`config.mk`:
```
export PLATFORM = sky130hd
export DESIGN_NAME = game_ctrl_seq
export DESIGN_NICKNAME = d
export VERILOG_FILES = /design/src/rtl/game_ctrl_pkg.sv /design/src/rtl/game_ctrl_seq_phase_counter.sv /design/src/rtl/game_ctrl_seq.sv
export SDC_FILE = /design/constraint.sdc
export NUM_CORES = 1
export LEC_CHECK = 0
export ABC_AREA = 1
export BUFFER_PORTS_ARGS = -buffer_cell sky130_fd_sc_hd__buf_2
export CAP_MARGIN = 20
export CORE_MARGIN = 5
export CORE_UTILIZATION = 40
export DETAILED_ROUTE_END_ITERATION = 8
export GPL_ROUTABILITY_DRIVEN = 1
export GPL_TIMING_DRIVEN = 0
export PLACE_DENSITY = 0.6
export SYNTH_ARGS = -nofsm -noshare
export SYNTH_HDL_FRONTEND = slang
export SYNTH_SLANG_ARGS = --single-unit
export TNS_END_PERCENT = 1
```
`constraint.sdc`:
```
create_clock -name clka -period 2.9 [get_ports clka]
set_clock_uncertainty 0.1 [all_clocks]
set_input_delay 0.145 -clock clka [delete_from_list [all_inputs] [get_ports clka]]
set_output_delay 0.145 -clock clka [all_outputs]
set_load 0.01 [all_outputs]
```
`src/rtl/game_ctrl_pkg.sv`:
```
// -----------------------------------------------------------------------------
// game_ctrl_pkg
// Shared definitions for the game-board control sequencer:
//   state_t        - 3-bit state encoding visible on the `state` output
//   strobes_t      - bundle of the one-per-state phase strobes
//   decode_strobes - Moore decode from a state to its strobe bundle
// -----------------------------------------------------------------------------
package game_ctrl_pkg;

    typedef enum logic [2:0] {
        ST_IDLE     = 3'b000,
        ST_WIN      = 3'b001,
        ST_LOAD     = 3'b010,
        ST_READ     = 3'b011,
        ST_WRITEOUT = 3'b100,
        ST_WAIT     = 3'b101,
        ST_LOSE     = 3'b110,
        ST_RESTART  = 3'b111
    } state_t;

    typedef struct packed {
        logic restart;
        logic load_data;
        logic read_data;
        logic write_out;
        logic win;
        logic lose;
    } strobes_t;

    // IDLE and WAIT drive no strobe; every other state drives exactly one.
    function automatic strobes_t decode_strobes(input state_t st);
        strobes_t s;
        s = '0;
        case (st)
            ST_RESTART:  s.restart   = 1'b1;
            ST_LOAD:     s.load_data = 1'b1;
            ST_READ:     s.read_data = 1'b1;
            ST_WRITEOUT: s.write_out = 1'b1;
            ST_WIN:      s.win       = 1'b1;
            ST_LOSE:     s.lose      = 1'b1;
            default:     s           = '0;
        endcase
        return s;
    endfunction

endpackage

```
`src/rtl/game_ctrl_seq_phase_counter.sv`:
```
// -----------------------------------------------------------------------------
// phase_counter
// Counts cycles spent in the current phase.
//   clk_i    - clock, rising edge
//   reset_i  - synchronous active-high reset (count -> 0)
//   clr_i    - synchronous clear, wins over en_i
//   en_i     - increment enable
//   limit_i  - runtime terminal value for the active phase
//   count_o  - current count
//   term_o   - count_o equals limit_i
// -----------------------------------------------------------------------------
module phase_counter #(
    parameter int CNT_W = 9
) (
    input  logic             clk_i,
    input  logic             reset_i,
    input  logic             clr_i,
    input  logic             en_i,
    input  logic [CNT_W-1:0] limit_i,
    output logic [CNT_W-1:0] count_o,
    output logic             term_o
);

    logic [CNT_W-1:0] count_q;

    // NOTE: sequential state is written with non-blocking assignments so every
    // register samples the pre-edge values of its inputs.
    always_ff @(posedge clk_i) begin
        if (reset_i) begin
            count_q <= '0;
        end else if (clr_i) begin
            count_q <= '0;
        end else if (en_i) begin
            count_q <= count_q + CNT_W'(1);
        end
    end

    assign count_o = count_q;
    // Exact equality: the phase ends at limit_i and the count is cleared there,
    // so it never needs to wrap.
    assign term_o  = (count_q == limit_i);

endmodule

```
`src/rtl/game_ctrl_seq.sv`:
```
// -----------------------------------------------------------------------------
// game_ctrl_seq
// Control sequencer for the cell-array datapath: board load, timed READ
// passes, write-out, pause, and sticky WIN/LOSE terminal states.
//   clka      - clock, rising edge
//   reset     - synchronous active-high reset, highest priority
//   inp       - restart/load request (level), ignored in RESTART and LOAD
//   run       - start a new pass from IDLE
//   wai       - pause request
//   lose_sig  - lose condition from the datapath
//   state     - current state encoding
//   count     - cycles elapsed in the current phase
//   iter      - completed READ passes, saturating at WIN_ITERS
//   restart / load_data / read_data / write_out / win / lose - state strobes
// -----------------------------------------------------------------------------
module game_ctrl_seq #(
    parameter int CNT_W           = 9,
    parameter int ITER_W          = 15,
    parameter int LOAD_CYCLES     = 16,
    parameter int READ_CYCLES     = 256,
    parameter int WRITEOUT_CYCLES = 4,
    parameter int WIN_ITERS       = 26111
) (
    input  logic              clka,
    input  logic              reset,
    input  logic              inp,
    input  logic              run,
    input  logic              wai,
    input  logic              lose_sig,
    output logic [2:0]        state,
    output logic [CNT_W-1:0]  count,
    output logic [ITER_W-1:0] iter,
    output logic              restart,
    output logic              load_data,
    output logic              read_data,
    output logic              write_out,
    output logic              win,
    output logic              lose
);

    import game_ctrl_pkg::*;

    // ---- elaboration-time parameter checks ---------------------------------
    if (LOAD_CYCLES < 1 || LOAD_CYCLES > (1 << CNT_W)) begin : g_bad_load
        $error("LOAD_CYCLES out of range 1..2^CNT_W");
    end
    if (READ_CYCLES < 1 || READ_CYCLES > (1 << CNT_W)) begin : g_bad_read
        $error("READ_CYCLES out of range 1..2^CNT_W");
    end
    if (WRITEOUT_CYCLES < 1 || WRITEOUT_CYCLES > (1 << CNT_W)) begin : g_bad_wr
        $error("WRITEOUT_CYCLES out of range 1..2^CNT_W");
    end
    if (WIN_ITERS < 1 || WIN_ITERS >= (1 << ITER_W)) begin : g_bad_win
        $error("WIN_ITERS out of range 1..2^ITER_W-1");
    end

    // Terminal counts; a length of 2^CNT_W truncates to all-ones.
    localparam logic [CNT_W-1:0]  LOAD_LAST = CNT_W'(LOAD_CYCLES - 1);
    localparam logic [CNT_W-1:0]  READ_LAST = CNT_W'(READ_CYCLES - 1);
    localparam logic [CNT_W-1:0]  WR_LAST   = CNT_W'(WRITEOUT_CYCLES - 1);
    localparam logic [ITER_W-1:0] WIN_VAL   = ITER_W'(WIN_ITERS);

    state_t            state_q, state_d;
    logic [ITER_W-1:0] iter_q, iter_d;
    strobes_t          strobes_q;

    logic [CNT_W-1:0]  cnt_limit;
    logic [CNT_W-1:0]  cnt_value;
    logic              cnt_term;
    logic              cnt_clr;
    logic              cnt_en;
    logic              at_win;

    assign at_win = (iter_q == WIN_VAL);

    // ---- phase counter -----------------------------------------------------
    always_comb begin
        cnt_limit = '0;
        case (state_q)
            ST_LOAD:     cnt_limit = LOAD_LAST;
            ST_READ:     cnt_limit = READ_LAST;
            ST_WRITEOUT: cnt_limit = WR_LAST;
            default:     cnt_limit = '0;
        endcase
    end

    // Count restarts from zero on every state change; it only advances in the
    // timed phases, so IDLE/WAIT/WIN/LOSE hold it.
    assign cnt_clr = (state_d != state_q);
    assign cnt_en  = (state_q == ST_LOAD) || (state_q == ST_READ) ||
                     (state_q == ST_WRITEOUT);

    phase_counter #(.CNT_W(CNT_W)) u_phase_counter (
        .clk_i   (clka),
        .reset_i (reset),
        .clr_i   (cnt_clr),
        .en_i    (cnt_en),
        .limit_i (cnt_limit),
        .count_o (cnt_value),
        .term_o  (cnt_term)
    );

    // ---- next-state and iteration logic ------------------------------------
    // NOTE: every signal assigned here gets a default first, so no path leaves
    // it unassigned and no latch is inferred.
    always_comb begin
        state_d = state_q;
        iter_d  = iter_q;

        case (state_q)
            ST_IDLE: begin
                if (run) begin
                    if (lose_sig)    state_d = ST_LOSE;
                    else if (at_win) state_d = ST_WIN;
                    else if (wai)    state_d = ST_WAIT;
                    else             state_d = ST_READ;
                end
            end
            ST_RESTART: begin
                state_d = ST_LOAD;
            end
            ST_LOAD: begin
                if (cnt_term) state_d = ST_WRITEOUT;
            end
            ST_READ: begin
                if (lose_sig)      state_d = ST_LOSE;
                else if (cnt_term) state_d = ST_WRITEOUT;
            end
            ST_WRITEOUT: begin
                if (cnt_term) state_d = ST_IDLE;
            end
            ST_WAIT: begin
                if (lose_sig)    state_d = ST_LOSE;
                else if (at_win) state_d = ST_WIN;
                else if (!wai)   state_d = ST_IDLE;
            end
            default: begin
                // WIN and LOSE are sticky; only the restart request leaves them.
                state_d = state_q;
            end
        endcase

        // Restart request overrides every per-state decision except while
        // already restarting or loading the board.
        if (inp && state_q != ST_RESTART && state_q != ST_LOAD) begin
            state_d = ST_RESTART;
        end

        // A pass counts only when READ actually hands over to WRITEOUT.
        if (state_q == ST_RESTART) begin
            iter_d = '0;
        end else if (state_q == ST_READ && state_d == ST_WRITEOUT && !at_win) begin
            iter_d = iter_q + ITER_W'(1);
        end
    end

    // Strobes are registered from the decoded next state, so they change on
    // the same edge as state_q.
    // NOTE: the synchronous reset is the first branch, so it wins over every
    // transition including a pending restart.
    always_ff @(posedge clka) begin
        if (reset) begin
            state_q   <= ST_IDLE;
            iter_q    <= '0;
            strobes_q <= '0;
        end else begin
            state_q   <= state_d;
            iter_q    <= iter_d;
            strobes_q <= decode_strobes(state_d);
        end
    end

    // ---- outputs -----------------------------------------------------------
    assign state     = state_q;
    assign count     = cnt_value;
    assign iter      = iter_q;
    assign restart   = strobes_q.restart;
    assign load_data = strobes_q.load_data;
    assign read_data = strobes_q.read_data;
    assign write_out = strobes_q.write_out;
    assign win       = strobes_q.win;
    assign lose      = strobes_q.lose;

endmodule

```
Yosys cells after proc, flatten, opt, wreduce, memory -nomap -nowiden
Index checks and enable logic that the tools add are counted.

storage, ports and cells
  flip-flop bits (word level) = 33
  input bits = 6
  word-level logic and storage cells = 56
  output and inout port bits = 33

cells by class
  muxes and demuxes = 19
  equal/unequal tests = 16
  reductions and logical operators = 10
  $add $sub $neg = 2

operators by type and width
  operator                                                               count
  3-bit 2-to-1 mux                                                       11
  8-bit case mux with 3 select lines                                     1
  3-bit equality test, second input constant                             6
  3-bit case mux with 6 select lines                                     1
  15-bit by 1-bit adder with 15-bit output, second input constant        1
  15-bit equality test, second input constant                            1
  3-bit by 2-bit equality test with 1-bit output, second input constant  4
  9-bit by 1-bit adder with 9-bit output, second input constant          1
  9-bit by 8-bit equality test with 1-bit output                         1
  1-bit 2-to-1 mux                                                       6
  1-bit logical AND                                                      4
  2-bit OR reduction                                                     2
  3-bit by 1-bit equality test with 1-bit output, second input constant  1
  3-bit logical NOT                                                      1
  3-bit by 2-bit != test with 1-bit output, second input constant        1
  3-bit != test                                                          1
  3-bit != test, second input constant                                   1
  1-bit logical OR                                                       2
  1-bit logical NOT                                                      1

Depth between registers and ports, before layout
  depth after elaboration = 10
  depth in mapped cells = 19
  gate-level depth less buffers = 19

Modules after synthesis
From an unflattened synthesis, not the netlist that was laid out.

unflattened totals
  cell total of the unflattened synthesis = 351
  area, all modules = 2144.6 sq um

modules (own cells, without submodules)
  module         sequential area each (sq um)  times used  cells each  area each (sq um)
  game_ctrl_seq  480.5                         1           249         1551.5
  phase_counter  180.2                         1           102         593.1

Worst setup path after synthesis
OpenSTA, ideal clock, no wires.

  path type = register to register
  start point = register state_q[2], in the netlist state[2]
  end point = register iter_q[10], in the netlist iter[10]
  arrival time = 1.973 ns
  path slack = 0.713 ns
  path buffers = 2
  stages on the path, launching flop included = 17
  required time = 2.686 ns
  cell sequence = dfxtp_1 > buf_4 > inv_2 > ha_1 > inv_1 > nand2_1 > a21oi_1 > nand2_1 > o21ai_1 > nand3_1 > nand2_1 > nand3_2 > nor2_4 > buf_4 > nand4_1 > o21bai_1 > nor2_1

on the way
  word-level cells in the longest chain between the ends = 10
  elaborated cells on any way between the ends = 25

ends and longest elaborated chain
  item                                            line                                        text
  start: declaration                              game_ctrl_seq.sv:63                         state_t state_q, state_d;
  start signal: assignment                        game_ctrl_seq.sv:167                        state_q <= state_d;
  3-bit equality test (tied with other cells)     game_ctrl_seq.sv:79, game_ctrl_seq.sv:110
  8-bit case mux with 3 select lines              game_ctrl_seq.sv:79                         case (state_q)
  9-bit by 8-bit equality test with 1-bit output  game_ctrl_seq_phase_counter.sv:41           assign term_o = (count_q == limit_i);
  3-bit 2-to-1 mux                                game_ctrl_seq.sv:123, game_ctrl_seq.sv:127
  3-bit 2-to-1 mux                                game_ctrl_seq.sv:126                        if (lose_sig) state_d = ST_LOSE;
  3-bit case mux with 6 select lines              game_ctrl_seq.sv:110                        case (state_q)
  3-bit 2-to-1 mux                                game_ctrl_seq.sv:145                        if (inp && state_q != ST_RESTART && state_q != ST_LOAD) begin
  3-bit equality test                             game_ctrl_seq.sv:152                        end else if (state_q == ST_READ && state_d == ST_WRITEOUT && !at_win) begin
  1-bit logical AND (2 in a row)                  game_ctrl_seq.sv:152
  end signal: assignment                          game_ctrl_seq.sv:168                        iter_q <= iter_d;
  end: declaration                                game_ctrl_seq.sv:64                         logic [ITER_W-1:0] iter_q, iter_d;

Parallel ways exist; a longest one is shown, timed or not.
A chain may end at the register's enable or synchronous reset.

Final worst setup path
  start point = register iter_q[0], in the netlist iter[0]
  end point = register iter_q[12], in the netlist iter[12]

on the way
  word-level cells in the longest chain between the ends = 9
  elaborated cells on any way between the ends = 13

ends and longest elaborated chain
  item                                line                  text
  15-bit equality test                game_ctrl_seq.sv:74   assign at_win = (iter_q == WIN_VAL);
  3-bit 2-to-1 mux                    game_ctrl_seq.sv:114  else if (at_win) state_d = ST_WIN;
  3-bit 2-to-1 mux                    game_ctrl_seq.sv:113  if (lose_sig) state_d = ST_LOSE;
  3-bit 2-to-1 mux                    game_ctrl_seq.sv:112  if (run) begin
  3-bit case mux with 6 select lines  game_ctrl_seq.sv:110
  3-bit 2-to-1 mux                    game_ctrl_seq.sv:145
  3-bit equality test                 game_ctrl_seq.sv:152
  1-bit logical AND (2 in a row)      game_ctrl_seq.sv:152

Parallel ways exist; a longest one is shown, timed or not.

==> out/qor.yml <==
run_status:
  status: "finished, final reports clean"
critical_path:
  critPathTopFamily: "simple AND/OR/NAND/NOR gates"
  crit_type: "reg -> reg"
  worst_path_most_repeated_cell: "nand2_1"
  critical_path.endpoint_type: "register"
  r2r_start: "iter[0]$_SDFFE_PP0P_"
  r2r-end: "iter[12]$_SDFFE_PP0P_"
  cp.required_ns: 2.98
  path_buf_inv: 1
  reg2reg_depth: 15
  reg2reg_slack_ns: 0.34
  slowest_delay_ns: 0.38
  crit_chain: "ha_1 > nand3_1 > nor2_1 > nand2_1 > nand2_1 > nand2_1 > nand2_1 > nand3_1 > nand2_1 > nand3_2 > nor2_4 > buf_4 > nand4_1 > o21bai_1 > nor2_1"
  critPathMaxFanout: 10
  cp-start-kind: "register"
  critical-path-slowest-cell: "dfxtp_1"
  cp_data_arrival_time_ns: 2.64
synth:
  yosys_warnings: 0
  yosysSeqAreaShare: 0.343
  synth_nets: 311
  netlist_area_mm2: 0.00193
  avgSynthCellArea_um2: 6.38
  ys_ff_latch: 33
  synthCells: 302
  synth_cell_types: 29
final_layout:
  areaGrowthSynthToFinish_pct: 19.2
  seq_area_um2: 661
  layout.core_utilization: 0.489
  multi_input_area_mm2: 0.00104
  diodes: 0
  fillers: 512
  nets: 357
  post_route_cells_drive_above_1_share: 0.192
  layout.cells.non_filler: 403
floorplanning:
  die_h_um: 79.4
  die-area_mm2: 0.00630
  placementRows: 25
  start_util: 0.410
  ios: 39
  fp.dieW_um: 79.4
  core_mm2: 0.00469
route:
  dr.pass1.iters: 5
  ant_nets: 0
  viasPerCell: 4.70
  route.detailed.drc: 0
  wirelength_um: 4430
  post_drt_wl_per_cell_um: 11.0
  drt-initial-drc-count: 77
  vias: 1893
min_path:
  hold_end: "restart$_SDFF_PP0_"
  min_from: "inp"
  hold_depth: 3
  hold_class: "in -> reg"
clocking:
  cts_tree: "yes"
  cts.sink_count: 33
  cts_max_level: 2
  cts_root_buf: "clkbuf_8"
  clk_latency_ns: 0.28
  cts_resized: 0
  cts_buffers: 5
  cts_setup_buffers: 0
  cts_buffer_depth: 2
  clkTransAtPathRegs_ns: 0.07
sta:
  worstMarginPinSlew_ns: 0.506
  setup_viol: 0
  setup_tns_ns: 0
  finalHoldViolCount: 0
  slew-limit-headroom: 0.663
  clock.fmax_mhz: 391
  min_period_ns: 2.56
  post-route-period-util: 0.882
  finalMaxSlewViolations: 0
  rsz0062_at_grt: "no"
global_route:
  grtUsageTotal: 0.156
  first_global_vias: 1801
  antenna_found_initial: 0
  grt-ovfl-total: 0
  grt_max_degree: 11
  grt_pass1_wl_um: 7940
run:
  maxCapViolations: 0
placement:
  dp_hpwl_um: 3410
  gp_congestion: 0.889
  portBuffers: 38
  dpl.cell_count: 394
pwr:
  power_density_mw_per_mm2: 641
  irDropWorstVdd_mv: 0.240
  p_leak_nw: 1.15
-- layout make-up --
class,count,area share
Sequential cell,33,0.288
Inverter,52,0.0851
Timing Repair Buffer,39,0.0872
Buffer,5,0.0125
Clock buffer,7,0.0420
Tap cell,54,0.0294
Multi-Input combinational cell,212,0.454
Clock inverter,1,0.00218
-- placed cells by master (no fill, tap or decap), types with 2 or more instances in the layout --
cell type	count
dfxtp_1	33
buf_2	40
nor4_1	4
o21ai_0	3
a21oi_1	3
clkbuf_8	7
o21bai_1	8
nand3_2	3
xnor2_1	4
buf_4	2
nand3_1	16
o21ai_1	4
nor2_1	58
nor3_1	7
inv_2	7
nand2_1	71
nand2_2	3
xor2_1	4
ha_1	3
nand4_1	14
inv_1	44
-- worst min-delay path, stage by stage --
cell and delay (ns):
buf_2 0.11, o211ai_2 0.13, nor2_1 0.06
-- synthesized netlist by cell type --
cell type | n | area (um2)
nand3_1 | 16 | 80.1
nor2_4 | 1 | 11.3
o211ai_2 | 1 | 12.5
a21oi_1 | 3 | 15.0
buf_4 | 2 | 15.0
clkinv_1 | 1 | 3.75
nand2_1 | 71 | 267
ha_1 | 3 | 37.5
mux2i_1 | 1 | 10.0
nor2_1 | 58 | 218
nand3_2 | 3 | 30.0
clkbuf_1 | 1 | 3.75
inv_2 | 7 | 26.3
xnor2_1 | 4 | 35.0
buf_2 | 2 | 10.0
xor2_1 | 4 | 35.0
or2_2 | 1 | 6.26
inv_1 | 44 | 165
nand4_1 | 14 | 87.6
o22ai_1 | 1 | 6.26
nor3_1 | 7 | 35.0
o21ai_1 | 4 | 20.0
nand2_2 | 3 | 18.8
o21ai_0 | 3 | 15.0
nor4_1 | 4 | 25.0
a21oi_2 | 1 | 8.76
o21bai_1 | 8 | 60.1
dfxtp_1 | 33 | 661
a22oi_1 | 1 | 7.51
-- cells by family (layout without fill, tap and decap cells) --
| logic type | count (synthesis) | count (layout) | share of synthesized area |
|---|---|---|---|
| flops | 33 | 33 | 0.343 |
| fa+ha+maj | 3 | 3 | 0.0195 |
| simple gates | 178 | 178 | 0.404 |
| compound gates | 22 | 22 | 0.0754 |
| mux | 1 | 1 | 0.00520 |
| xor+xnor | 8 | 8 | 0.0364 |
| buf+inv | 57 | 104 | 0.116 |
-- repair_timing --
item | CTS | global route
endpoints found under the hold margin | 2 | 0
setup endpoints to repair | 0 | 0
hold buffers | 1 | 0
-- per-stage QoR --
step	setup WS [ns]	total power, W	area, um2	hold WS (ns)
floorplan	0.713	0.000956	1930	0.117
global placement	0.352	0.00110	2180	0.299
global route	0.0689	0.00158	2290	0.121
detailed placement	0.349	0.00110	2180	0.294
finish	0.342	0.00147	2290	0.110
CTS	0.322	0.00149	2290	0.0962
-- routing by layer --
metal,track usage,vias up,share of wire,wire [um]
li1,-,1037,-,-
met4,0.0567,0,0.0066,29
met1,0.203,820,0.51,2270
met3,0.0372,2,0.036,159
met5,0,-,0,0
met2,0.250,34,0.45,1970
-- worst max path at each step --
stage / endpoint / from / slack (ns) / cells past startpoint
2_1_floorplan: iter[10]$_SDFFE_PP0P_ / state[2]$_SDFF_PP0_ / 0.71 / 16
3_3_place_gp: iter[10]$_SDFFE_PP0P_ / iter[0]$_SDFFE_PP0P_ / 0.35 / 15
3_5_place_dp: iter[10]$_SDFFE_PP0P_ / iter[0]$_SDFFE_PP0P_ / 0.35 / 15
4_1_cts: iter[10]$_SDFFE_PP0P_ / iter[0]$_SDFFE_PP0P_ / 0.32 / 15
5_1_grt: u_phase_counter.count_o[4]$_SDFFE_PP0P_ / iter[0]$_SDFFE_PP0P_ / 0.07 / 17
6_report: iter[12]$_SDFFE_PP0P_ / iter[0]$_SDFFE_PP0P_ / 0.34 / 15
-- sequential cells by signal (all words and copies together), names as in the netlist --
signal and cells:
iter 15, load_data 1, lose 1, read_data 1, restart 1, state 3
u_phase_counter.count_o 9, win 1, write_out 1
-- where the power goes --
group          internal, W  switching [W]  total [W]
logic             0.000182       0.000394   0.000575
clock network     0.000215       0.000171   0.000386
registers         0.000487      0.0000228   0.000510
(Power assumes the default switching activity.)
